[src/rtl/lfsr_cipher_pkg.sv]
// Shared definitions for the LFSR message cipher: tap table, pad character,
// next-state function and the decrypter state encoding.
package lfsr_cipher_pkg;

    localparam logic [7:0] PAD_CHAR = 8'h20;

    localparam logic [7:0] TAP_TABLE [8] = '{
        8'he1, 8'hd4, 8'hc6, 8'hb8, 8'hb4, 8'hb2, 8'hfa, 8'hf3
    };

    typedef enum logic [2:0] {
        IDLE   = 3'd0,
        LOAD   = 3'd1,
        PROBE  = 3'd2,
        DEC_RD = 3'd3,
        DEC_WR = 3'd4,
        PAD    = 3'd5,
        DONE   = 3'd6
    } dec_state_t;

    // Shift left, feedback bit is the parity of the tapped state bits.
    function automatic logic [7:0] lfsr_next(input logic [7:0] s, input logic [7:0] p);
        return {s[6:0], ^(s & p)};
    endfunction

endpackage

[src/rtl/lfsr_step.sv]
// Combinational LFSR advance for a tap pattern selected from the shared table.
module lfsr_step
    import lfsr_cipher_pkg::*;
(
    input  logic [7:0] state,
    input  logic [2:0] tap_sel,
    output logic [7:0] next_state
);

    assign next_state = lfsr_next(state, TAP_TABLE[tap_sel]);

endmodule

[src/rtl/lfsr_decrypt_engine.sv]
// Recovers LFSR seed/taps from the space preamble of an encrypted frame and
// writes the decrypted, left-stripped message back to the plaintext area.
module lfsr_decrypt_engine
    import lfsr_cipher_pkg::*;
#(
    parameter int CRYPT_BASE = 64,
    parameter int PLAIN_BASE = 0,
    parameter int FRAME_LEN  = 64,
    parameter int MSG_LEN    = 41,
    parameter int PROBE_LEN  = 8
)
(
    input  logic       clk,
    input  logic       init,
    input  logic       start,
    output logic [7:0] mem_addr,
    output logic       mem_wr_en,
    output logic [7:0] mem_wr_data,
    input  logic [7:0] mem_rd_data,
    output logic       done,
    output logic       err,
    output logic [2:0] tap_idx,
    output logic [7:0] lfsr_init,
    output dec_state_t fsm_state
);

    localparam logic [7:0] CRYPT_B   = 8'(CRYPT_BASE);
    localparam logic [7:0] PLAIN_B   = 8'(PLAIN_BASE);
    localparam logic [6:0] FRAME_I   = 7'(FRAME_LEN);
    localparam logic [5:0] MSG_W     = 6'(MSG_LEN);
    localparam logic [2:0] PROBE_END = 3'(PROBE_LEN - 1);

    dec_state_t state;
    logic [2:0] k;
    logic [2:0] step;
    logic [2:0] pi;
    logic [6:0] i;
    logic [5:0] w;
    logic [7:0] s;
    logic       skipping;
    logic [7:0] probe_buf [8];

    logic [2:0] tap_sel;
    logic [7:0] s_next;
    logic [7:0] plain_byte;
    logic [5:0] w_step;
    logic [6:0] i_inc;

    // One stepper serves both the tap search and the keystream.
    assign tap_sel    = (state == PROBE) ? pi : tap_idx;
    assign plain_byte = mem_rd_data ^ s;
    assign w_step     = w + {5'd0, mem_wr_en};
    assign i_inc      = i + 7'd1;
    assign fsm_state  = state;

    lfsr_step u_step (
        .state      (s),
        .tap_sel    (tap_sel),
        .next_state (s_next)
    );

    always_ff @(posedge clk or posedge init) begin
        if (init) begin
            state       <= IDLE;
            mem_addr    <= 8'd0;
            mem_wr_en   <= 1'b0;
            mem_wr_data <= 8'd0;
            done        <= 1'b0;
            err         <= 1'b0;
            tap_idx     <= 3'd0;
            lfsr_init   <= 8'd0;
            k           <= 3'd0;
            step        <= 3'd0;
            pi          <= 3'd0;
            i           <= 7'd0;
            w           <= 6'd0;
            s           <= 8'd0;
            skipping    <= 1'b0;
            for (int n = 0; n < 8; n++) probe_buf[n] <= 8'd0;
        end else begin
            case (state)
                IDLE, DONE: begin
                    if (start) begin
                        state    <= LOAD;
                        k        <= 3'd0;
                        mem_addr <= CRYPT_B;
                        done     <= 1'b0;
                        err      <= 1'b0;
                    end
                end
                LOAD: begin
                    probe_buf[k] <= mem_rd_data ^ PAD_CHAR;
                    if (k == PROBE_END) begin
                        state <= PROBE;
                        pi    <= 3'd0;
                        step  <= 3'd1;
                        s     <= probe_buf[0];
                    end else begin
                        k        <= k + 3'd1;
                        mem_addr <= CRYPT_B + 8'(k) + 8'd1;
                    end
                end
                PROBE: begin
                    if (s_next != probe_buf[step]) begin
                        if (pi == 3'd7) begin
                            err   <= 1'b1;
                            done  <= 1'b1;
                            state <= DONE;
                        end else begin
                            pi   <= pi + 3'd1;
                            step <= 3'd1;
                            s    <= probe_buf[0];
                        end
                    end else if (step == PROBE_END) begin
                        tap_idx   <= pi;
                        lfsr_init <= probe_buf[0];
                        s         <= probe_buf[0];
                        i         <= 7'd0;
                        w         <= 6'd0;
                        skipping  <= 1'b1;
                        mem_addr  <= CRYPT_B;
                        state     <= DEC_RD;
                    end else begin
                        step <= step + 3'd1;
                        s    <= s_next;
                    end
                end
                DEC_RD: begin
                    // The write decision is made here so the strobe is registered for DEC_WR.
                    state <= DEC_WR;
                    if (skipping && plain_byte == PAD_CHAR) begin
                        mem_wr_en <= 1'b0;
                    end else begin
                        mem_wr_en   <= 1'b1;
                        mem_addr    <= PLAIN_B + 8'(w);
                        mem_wr_data <= plain_byte;
                    end
                end
                DEC_WR: begin
                    s <= s_next;
                    i <= i_inc;
                    w <= w_step;
                    if (mem_wr_en) skipping <= 1'b0;
                    if (w_step == MSG_W || i_inc == FRAME_I) begin
                        state <= PAD;
                        if (w_step < MSG_W) begin
                            mem_wr_en   <= 1'b1;
                            mem_addr    <= PLAIN_B + 8'(w_step);
                            mem_wr_data <= PAD_CHAR;
                        end else begin
                            mem_wr_en <= 1'b0;
                        end
                    end else begin
                        state     <= DEC_RD;
                        mem_wr_en <= 1'b0;
                        mem_addr  <= CRYPT_B + 8'(i_inc);
                    end
                end
                PAD: begin
                    if (mem_wr_en) begin
                        w <= w_step;
                        if (w_step < MSG_W) begin
                            mem_addr <= PLAIN_B + 8'(w_step);
                        end else begin
                            mem_wr_en <= 1'b0;
                            done      <= 1'b1;
                            state     <= DONE;
                        end
                    end else begin
                        done  <= 1'b1;
                        state <= DONE;
                    end
                end
                default: state <= IDLE;
            endcase
        end
    end

endmodule

[config.mk]
export PLATFORM = sky130hd
export DESIGN_NAME = lfsr_decrypt_engine
export DESIGN_NICKNAME = d
export VERILOG_FILES = /design/src/rtl/lfsr_cipher_pkg.sv /design/src/rtl/lfsr_step.sv /design/src/rtl/lfsr_decrypt_engine.sv
export SDC_FILE = /design/constraint.sdc
export NUM_CORES = 1
export LEC_CHECK = 0
export CORE_UTILIZATION = 60
export CTS_CLUSTER_DIAMETER = 150
export CTS_CLUSTER_SIZE = 24
export DETAILED_ROUTE_END_ITERATION = 6
export MAX_ROUTING_LAYER = met4
export PLACE_DENSITY = 0.8
export SETUP_SLACK_MARGIN = 0.4
export SYNTH_ARGS = -nofsm -noshare
export SYNTH_HDL_FRONTEND = slang
export SYNTH_HIERARCHICAL = 1
export SYNTH_SLANG_ARGS = --single-unit
[constraint.sdc]
create_clock -name clk -period 4.75 [get_ports clk]
set_input_delay 0.7125 -clock clk [delete_from_list [all_inputs] [get_ports clk]]
set_output_delay 0.7125 -clock clk [all_outputs]
set_load 0.02 [all_outputs]
# After elaboration in Yosys (flattened, before gate mapping)
# Memory sizes are Yosys's and may differ from the RTL's.
# Cells that the tools add are included.
totals:
  regBits: 128
  romBits: 64
  inputBits: 11
  elab_cells: 175
  memories: 1
op_classes:
  n_addsub: 8
  n_lt_le_gt_ge: 5
  n_eq_ne: 31
  muxes: 71
  n_bitwise: 7
  n_reduce_logical: 29
mem_list:
  columns: ["name", "depth", "word_bits", "rd", "rd_clocked_by_memory_dff", "wr", "line_no", "source"]
  rows:
  - ["(name not given)", 8, 8, 1, 0, 0, "lfsr_step.sv:10", "assign next_state = lfsr_next(state, TAP_TABLE[tap_sel]);"]
ops:
  columns: ["cell", "n"]
  rows:
  - ["8-bit 2-to-1 mux", 20]
  - ["64-bit bitwise mux", 1]
  - ["3-bit 2-to-1 mux", 18]
  - ["8-bit case mux with 6 select lines", 1]
  - ["8-bit binary-select mux with 3-bit select", 1]
  - ["8-bit demux with 3-bit select", 1]
  - ["8-bit case mux with 3 select lines", 1]
  - ["4-bit AND reduction", 6]
  - ["2-bit != test, second input constant", 10]
  - ["3-bit equality test, second input constant", 6]
  - ["6-bit 2-to-1 mux", 3]
  - ["3-bit case mux with 2 select lines", 3]
  - ["3-bit case mux with 6 select lines", 1]
  - ["6-bit case mux with 3 select lines", 1]
  - ["8-bit case mux with 2 select lines", 1]
  - ["7-bit 2-to-1 mux", 2]
  - ["7-bit case mux with 2 select lines", 1]
  - ["4-bit greater-or-equal comparator, second input constant", 3]
  - ["1-bit 2-to-1 mux", 12]
  - ["3-bit NOT with 4-bit output", 3]
  - ["3-bit AND reduction", 4]
  - ["3-bit nonzero test", 4]
  - ["5-bit AND reduction", 2]
  - ["2-bit nonzero test", 5]
  - ["30 further kinds", 41]

# Longest topological paths before layout
# Gate-level depths: netlist of the first run.
logic_depth:
  depth_word: 11
  depth_mapped: 19

# By module
# The synthesis of the first run kept the hierarchy.
modules_own_cells:
  columns: ["mod", "n_inst", "cells_per_inst", "area_per_inst_um2", "seq_area_each_um2"]
  rows:
  - ["lfsr_decrypt_engine", 1, 601, 6744.0, 3203.1]
  - ["lfsr_step", 1, 43, 345.3, 0.0]

# Least setup slack after synthesis of the first run
# No wires, ideal clock.
synth_timing:
  path_kind: "flip-flop to flip-flop"
  from: "register state[2], in the netlist fsm_state[2]"
  to: "register lfsr_init[0]"
  setup_ps: 127
  arrival_ps: 4145
  t_required_ps: 4623
  path_slack_ps: 477
  path_stages_with_launch: 18
  synth_period_minus_slack_ps: 4273
  cell_sequence: "dfrtp_1 -> clkbuf_1 -> nand2b_1 -> nor2_1 -> clkbuf_1 -> nand2_1 -> nand2_1 -> ha_1 -> nand2b_4 -> a32o_1 -> a211oi_2 -> xnor2_1 -> xnor3_1 -> xor2_1 -> nand4_2 -> nor4_4 -> buf_6 -> mux2_1"
synth_between:
  elab_chain_cells: 11
synth_lines:
  columns: ["element", "line_no", "source"]
  rows:
  - ["start, declared", "lfsr_decrypt_engine.sv:33", "dec_state_t state;"]
  - ["start signal, assigned", "lfsr_decrypt_engine.sv:64", "state <= IDLE;"]
  - ["start signal, assigned", "lfsr_decrypt_engine.sv:84", "state <= LOAD;"]
  - ["start signal, assigned", "lfsr_decrypt_engine.sv:94", "state <= PROBE;"]
  - ["3-bit by 2-bit equality test with 1-bit output", "lfsr_decrypt_engine.sv:50", "assign tap_sel = (state == PROBE) ? pi : tap_idx;"]
  - ["3-bit 2-to-1 mux", "lfsr_decrypt_engine.sv:50", null]
  - ["net tap_sel[0]", "lfsr_decrypt_engine.sv:43", "logic [2:0] tap_sel;"]
  - ["3-bit NOT with 4-bit output (not written as such)", "lfsr_step.sv:10", null]
  - ["memory 8 x 8 bit", null, null]
  - ["8-bit 2-to-1 mux (not written as such) (2 in a row)", "lfsr_step.sv:10", null]
  - ["8-bit bitwise AND", "lfsr_cipher_pkg.sv:23", "return {s[6:0], ^(s & p)};"]
  - ["8-bit parity", "lfsr_cipher_pkg.sv:23", null]
  - ["net s_next[0]", "lfsr_decrypt_engine.sv:44", "logic [7:0] s_next;"]
  - ["8-bit != test", "lfsr_decrypt_engine.sv:104", "if (s_next != probe_buf[step]) begin"]
  - ["1-bit NOT (no line)", null, null]
  - ["3-bit AND reduction (no line)", null, null]
  - ["end signal, assigned", "lfsr_decrypt_engine.sv:116", "lfsr_init <= probe_buf[0];"]
  - ["end, declared", "lfsr_decrypt_engine.sv:23", "output logic [7:0] lfsr_init,"]
# The timed path passes the listed nets, and every way through them passes these cells. The select of a mux whose other input is x is not followed.
# A chain may end at the register's enable or synchronous reset.

# Final worst setup path of the first run
layout_timing:
  from: "register state[1], in the netlist fsm_state[1]"
  to: "register step[1]"
layout_between:
  elab_chain_cells: 11
layout_lines:
  columns: ["element", "line_no", "source"]
  rows:
  - ["3-bit by 2-bit equality test with 1-bit output (*)", "lfsr_decrypt_engine.sv:50", null]
  - ["3-bit 2-to-1 mux (*)", "lfsr_decrypt_engine.sv:50", null]
  - ["net tap_sel[0]", "lfsr_decrypt_engine.sv:43", null]
  - ["3-bit NOT with 4-bit output (not written as such) (*)", "lfsr_step.sv:10", null]
  - ["memory 8 x 8 bit (*)", null, null]
  - ["8-bit 2-to-1 mux (not written as such) (*) (2 in a row)", "lfsr_step.sv:10", null]
  - ["8-bit bitwise AND (*)", "lfsr_cipher_pkg.sv:23", null]
  - ["8-bit parity (*)", "lfsr_cipher_pkg.sv:23", null]
  - ["net s_next[0]", "lfsr_decrypt_engine.sv:44", null]
  - ["8-bit != test (*)", "lfsr_decrypt_engine.sv:104", null]
  - ["3-bit != test (no line) / 3-bit 2-to-1 mux (equally long branches)", null, null]
  - ["4-bit AND reduction (no line) / 3-bit case mux with 2 select lines (equally long branches)", null, null]
  - ["end signal, assigned", "lfsr_decrypt_engine.sv:124", "step <= step + 3'd1;"]
  - ["end, declared", "lfsr_decrypt_engine.sv:35", "logic [2:0] step;"]
# The timed path passes the listed nets; every way through them passes the cells marked *. The select of a mux whose other input is x is not followed.

==> results.json, run 1 <==
{
  "status": "completed",
  "dp_hpwl_um": 12320,
  "switching_share_pct": 35.88,
  "ys_top_cells_by_area": "dfrtp_1, mux2_2, mux4_2",
  "grt_start_max_net_pins": 67,
  "start_kind": "flop",
  "clock_skew_ns": 0.005255,
  "ctsHtreeMaxLevel": 4,
  "cts-hold-fix-buffers": 0,
  "async_flop_share_pct": 100.0,
  "fin_util_pct": 72.15,
  "p_int_uw": 3150,
  "drt_iter0_drc": 504,
  "critical_path_buf_inv_count": 1,
  "hp-start": "probe_buf[29]",
  "diodes": 0,
  "r2r_start": "fsm_state[1]",
  "die_w_um": 110.7,
  "clk_pin_slew_ns": 0.05,
  "fill_cells": 784,
  "numCtsBuffers": 17,
  "period_needed_ns": 4.129,
  "p_leak_uw": 0.003597,
  "grt_usage_pct": 31.20,
  "initial_core_util_pct": 61.82,
  "grt_pass1_wl_um": 28480,
  "dp.cells": 803,
  "finalNonFillerCells": 836,
  "netlist_area_um2": 7089,
  "crit_arrival_ns": 4.47,
  "core-area_um2": 11470,
  "switching_power_uw": 1762,
  "vdd_drop_max_mv": 0.3776,
  "synth.avg_cell_area_um2": 11.01,
  "yosysSeqAreaShare_pct": 45.18,
  "synth_ff_type": "dfrtp_1",
  "critical_path.max_stage_delay_ns": 0.61,
  "cap_violations": 0,
  "setup_ws_ns": 0.6209,
  "vias_per_cell": 6.569,
  "cp_slowest_cell": "or3_1",
  "port_buffers": 43,
  "grt-ovfl-total": 0,
  "fin_area_um2": 8274,
  "synth_edf_count": 0,
  "num_io_pins": 44,
  "root_buffer": "clkbuf_16",
  "required_ns": 5.09,
  "areaGrowthSynthToFinish_pct": 16.71,
  "finalCritPeriodShare_pct": 86.93,
  "clockPowerShare_pct": 28.6,
  "drc_errors": 0,
  "routedWlPerCell_um": 21.27,
  "fin_nets": 704,
  "synth_top_area_share_pct": 45.18,
  "crit_fanout": 15,
  "cts_tree": "built",
  "ys_ff_latch": 128,
  "clk_latency_ns": 0.42,
  "p_per_area_nw_per_um2": 593.6,
  "crit_path_start": "fsm_state[1]",
  "maxSlewViolCount": 0,
  "tns_ns": 0,
  "rows": 39,
  "layout_common_cells": "dfrtp_1, mux2_2, nand2_1",
  "grt_pass1_vias": 5512,
  "wirelength_um": 17780,
  "ant_nets": 0,
  "dr.pass1.iters": 5,
  "hold_violations": 0,
  "crit_path_frequent_cell": "nand2_1",
  "worst_slew_pin_slew_ns": 0.9454,
  "drive_gt1_share_pct": 21.65,
  "slew_headroom_pct": 36.39,
  "gp_congestion": 0.9210,
  "crit_type": "reg -> reg",
  "min_path_type": "reg -> reg",
  "rsz0062_at_grt": "false",
  "pwr-share-seq_pct": 35.3,
  "clockBufferDepth": 2,
  "yosysTopAreaCell": "dfrtp_1",
  "cp_top_family": "simple AND/OR/NAND/NOR gates",
  "pre_cts_ws_ns": 0.5103,
  "numClockSinks": 128,
  "postSynthCellCount": 644,
  "final_common_cell": "dfrtp_1",
  "end_kind": "flop",
  "p_comb_share_pct": 36.1,
  "postPlaceCellArea_um2": 7599,
  "antenna_found_initial": 0,
  "ys_types": 67,
  "setup_viol": 0,
  "max_freq_ghz": 0.2422,
  "die_area_um2": 12250,
  "crit_chain": "buf_4, nand2b_1, nor2_1, nand2_1, nand2_1, ha_2, nand2b_4, a32o_1, a211oi_2, xnor2_1, xnor3_1, xor2_2, nand4_4, or3_1, nand3_1, mux2i_1",
  "num_vias": 5492,
  "yosysWarnings": 6,
  "die_height_um": 110.7,
  "syn-num-nets": 668
}
## final timing paths
check                           endpoint  slack [ns]  cells past startpoint
setup / recovery                 step[1]        0.62                     16
hold / removal             probe_buf[29]        0.48                      2
setup reg to reg                 step[1]        0.62                     16
hold reg to reg            probe_buf[29]        0.48                      2
max in group asynchronous           i[3]        2.98                      3
min in group asynchronous          pi[2]        0.82                      2
## state kept, by name, summed over array words and instances (netlist names), 3 cells and up
name and flops:
fsm_state 3, i 7, k 3, lfsr_init 8
mem_addr 8, mem_wr_data 8, pi 3, probe_buf 64
s 8, step 3, tap_idx 3, w 6
## per-layer routing
metal	track usage [%]	vias to the layer above	share of wire (%)
met4	13.24	0	2.8
met1	38.02	2751	41
li1	-	2462	-
met5	-	-	0
met3	6.178	47	6.0
met2	50.97	232	50
## power groups by stage
| stage | Sequential, uW | Combinational (uW) | Clock, uW |
|---|---|---|---|
| finish | 1730 | 1770 | 1400 |
| detailed placement | 1740 | 1660 | 0 |
| global placement | 1710 | 1610 | 0 |
| CTS | 1720 | 1700 | 1410 |
| floorplan | 1680 | 1220 | 0 |
| global route | 1760 | 1910 | 1460 |
## through the flow
step	total power, uW	hold slack [ns]
CTS	4839	0.4850
detailed placement	3398	0.4725
floorplan	2903	0.4446
global route	5139	0.5002
finish	4912	0.4780
global placement	3321	0.4577
## cell type report
cell class / count / area [um2] / area share [%]
Sequential cell: 128 / 3204 / 38.73
Tap cell: 143 / 178.9 / 2.162
Inverter: 23 / 88.84 / 1.074
Clock buffer: 22 / 484.2 / 5.852
Multi-Input combinational cell: 451 / 3611 / 43.64
Timing Repair Buffer: 59 / 550.5 / 6.654
Clock inverter: 10 / 156.4 / 1.890
## cell usage after synthesis (5+ instances only)
| master | instances |
|---|---|
| xnor2_1 | 12 |
| buf_4 | 8 |
| inv_1 | 23 |
| mux4_2 | 14 |
| a211oi_1 | 11 |
| and3_1 | 6 |
| xor2_1 | 10 |
| nand2b_1 | 5 |
| mux2i_1 | 22 |
| nor2_1 | 31 |
| nand4_1 | 5 |
| nand2_1 | 58 |
| mux2_1 | 7 |
| ha_1 | 13 |
| mux2_2 | 72 |
| a21oi_1 | 18 |
| dfrtp_1 | 128 |
| and2_1 | 5 |
| a22oi_1 | 5 |
| nand3_1 | 22 |
| nor3_1 | 6 |
| o21ai_0 | 31 |
| clkbuf_1 | 26 |
| a32o_1 | 5 |
| a31oi_1 | 9 |
| a21o_1 | 8 |
| a22o_1 | 8 |
## worst min-delay path, cell delays in order, from the launching register on
cell and delay [ns]:
dfrtp_1 0.33, nand2_1 0.04, o21ai_0 0.06
## timing repair
action,CTS,global route
endpoints found under the setup margin,2,45
resized for setup,1,6
buffers inserted,0,1
pin swaps,0,1
## cells by family after synthesis
| kind of cell | after synthesis | synth area share [%] |
|---|---|---|
| simple gates | 157 | 10.85 |
| compound gates | 143 | 14.28 |
| flops | 128 | 45.18 |
| mux | 115 | 20.10 |
| buf+inv | 65 | 4.253 |
| xor+xnor | 23 | 3.036 |
| fa+ha+maj | 13 | 2.294 |
Power figures use the tool's default switching activity.
==> inputs of run 2 (changes only) <==
Settings changed: PLACE_DENSITY 0.8 to unset, PLACE_DENSITY_LB_ADDON set to 0.05.
==> run 2 against run 1 <==
  * Die area is the same
  * Total power is 3.4% lower
  * Critical path depth increased by 1
  * Sequential share of layout area up 0.34 points
  * Final cell count is 0.72% lower
  * Sequential power is essentially flat
  * Fmax is 2.6% higher
  * Core utilization down 0.62 points
  * Critical path type unchanged
  * Critical endpoint is now w[5]
  * Largest power group is now registers
  * Highest routed layer unchanged
==> results.json, run 2 (same netlist as run 1, synthesis figures left out) <==
{
  "dp_hpwl_um": 12430,
  "crit_chain": "buf_4, nand2b_1, nor2_1, nand2_1, nand2_1, ha_2, nand2b_4, a32o_1, a211oi_2, xnor2_1, xnor3_1, xor2_1, nand4_4, nor4_4, buf_4, nor2_2, mux2_1",
  "grt-ovfl-total": 0,
  "cp_slowest_cell": "dfrtp_1",
  "grt_pass1_wl_um": 28990,
  "areaGrowthSynthToFinish_pct": 15.71,
  "fill_cells": 792,
  "root_buffer": "clkbuf_16",
  "clock_skew_ns": 0.009368,
  "start_kind": "flop",
  "ctsHtreeMaxLevel": 4,
  "numCtsBuffers": 17,
  "final_common_cell": "dfrtp_1",
  "grt_pass1_vias": 5378,
  "rsz0062_at_grt": "false",
  "hold_violations": 0,
  "layout_common_cells": "dfrtp_1, mux2_2, nand2_1",
  "initial_core_util_pct": 61.82,
  "gp_congestion": 0.9073,
  "cap_violations": 0,
  "dr.pass1.iters": 6,
  "post_cts_buffers": 0,
  "maxSlewViolCount": 0,
  "p_per_area_nw_per_um2": 578.6,
  "top_register": "probe_buf",
  "min_path_type": "reg -> reg",
  "grt_usage_pct": 31.61,
  "die_height_um": 110.7,
  "max_freq_ghz": 0.2485,
  "drc_errors": 0,
  "diodes": 0,
  "ant_nets": 0,
  "rows": 39,
  "worst_slew_pin_slew_ns": 1.053,
  "clk_pin_slew_ns": 0.06,
  "fin_nets": 700,
  "die_area_um2": 12250,
  "largest_reg_flops": 64,
  "slew_headroom_pct": 29.18,
  "routedWlPerCell_um": 21.21,
  "end_kind": "flop",
  "crit_arrival_ns": 4.32,
  "crit_type": "reg -> reg",
  "antenna_found_initial": 0,
  "fin_util_pct": 71.53,
  "p_leak_uw": 0.003543,
  "clk_latency_ns": 0.42,
  "drive_gt1_share_pct": 21.25,
  "port_buffers": 43,
  "required_ns": 5.05,
  "critical_path.max_stage_delay_ns": 0.34,
  "vdd_drop_max_mv": 0.4749,
  "clockBufferDepth": 2,
  "period_needed_ns": 4.024,
  "status": "completed",
  "drt_iter0_drc": 437,
  "setup_viol": 0,
  "grt_start_max_net_pins": 73,
  "wirelength_um": 17600,
  "numClockSinks": 128,
  "vias_per_cell": 6.543,
  "die_w_um": 110.7,
  "core-area_um2": 11470,
  "num_vias": 5431,
  "num_io_pins": 44,
  "crit_fanout": 15,
  "cts_tree": "built",
  "finalCritPeriodShare_pct": 84.71,
  "tns_ns": 0
}
==> run 2: final timing paths <==
path | start | endpoint | slack, ns | cells past startpoint
worst max-delay path | fsm_state[1] | w[5] | 0.73 | 17
worst max register to register | fsm_state[1] | w[5] | 0.73 | 17
max in group asynchronous | init | probe_buf[27] | 3.07 | 3
worst min-delay path | lfsr_init[7] | lfsr_init[7] | 0.48 | 1
worst min register to register | lfsr_init[7] | lfsr_init[7] | 0.48 | 1
min in group asynchronous | init | tap_idx[0] | 0.86 | 2
==> run 2: worst max-delay path: cells and delay by family, from the launching register on <==
family	cells	cell delay [ns]
simple gates	8	1.25
xor+xnor	3	0.72
compound gates	2	0.51
buf+inv	2	0.46
flops	1	0.34
mux	1	0.33
fa+ha+maj	1	0.32
==> run 2: final cells by class <==
cell class	instances	area [um2]	share of cell area (%)
Tap cell	143	178.9	2.181
Multi-Input combinational cell	451	3617	44.10
Sequential cell	128	3204	39.06
Clock inverter	9	110.1	1.342
Clock buffer	21	470.5	5.735
Inverter	23	88.84	1.083
Timing Repair Buffer	55	533.0	6.498
==> run 2: where the power goes <==
part / switching (uW) / internal [uW]
Clock: 472 / 807
Combinational: 921 / 810
Sequential: 338 / 1400
Total: 1730 / 3020
==> run 2: metal layers <==
layer  vias to the layer above  part of all wire [%]  global-route usage (%)
met5                         -                     0                       -
met4                         0                   2.9                   12.62
met3                        41                   5.4                   6.616
met2                       194                    49                   48.61
met1                      2737                    43                   41.28
li1                       2459                     -                       -
==> run 2: timing repair <==
| action | 4_1_cts | 5_1_grt |
|---|---|---|
| setup endpoints to repair | 7 | 46 |
| hold buffers | 0 | 0 |
| endpoints found under the hold margin | 0 | 0 |
| gates resized for setup | 1 | 8 |
==> run 2: stage by stage <==
| step | hold slack [ns] | worst slack [ns] | total power (uW) | std cells | instance area [um2] |
|---|---|---|---|---|---|
| 6_report | 0.4840 | 0.7264 | 4746 | 830 | 8203 |
| 5_1_grt | 0.5054 | 0.4318 | 4986 | 830 | 8203 |
| 4_1_cts | 0.4864 | 0.4944 | 4701 | 830 | 8169 |
| 3_5_place_dp | 0.4737 | 0.4054 | 3403 | 800 | 7589 |
| 3_3_place_gp | 0.4578 | 0.5514 | 3350 | 800 | 7589 |
| 2_1_floorplan | 0.4446 | 0.4771 | 2903 | 644 | 7089 |
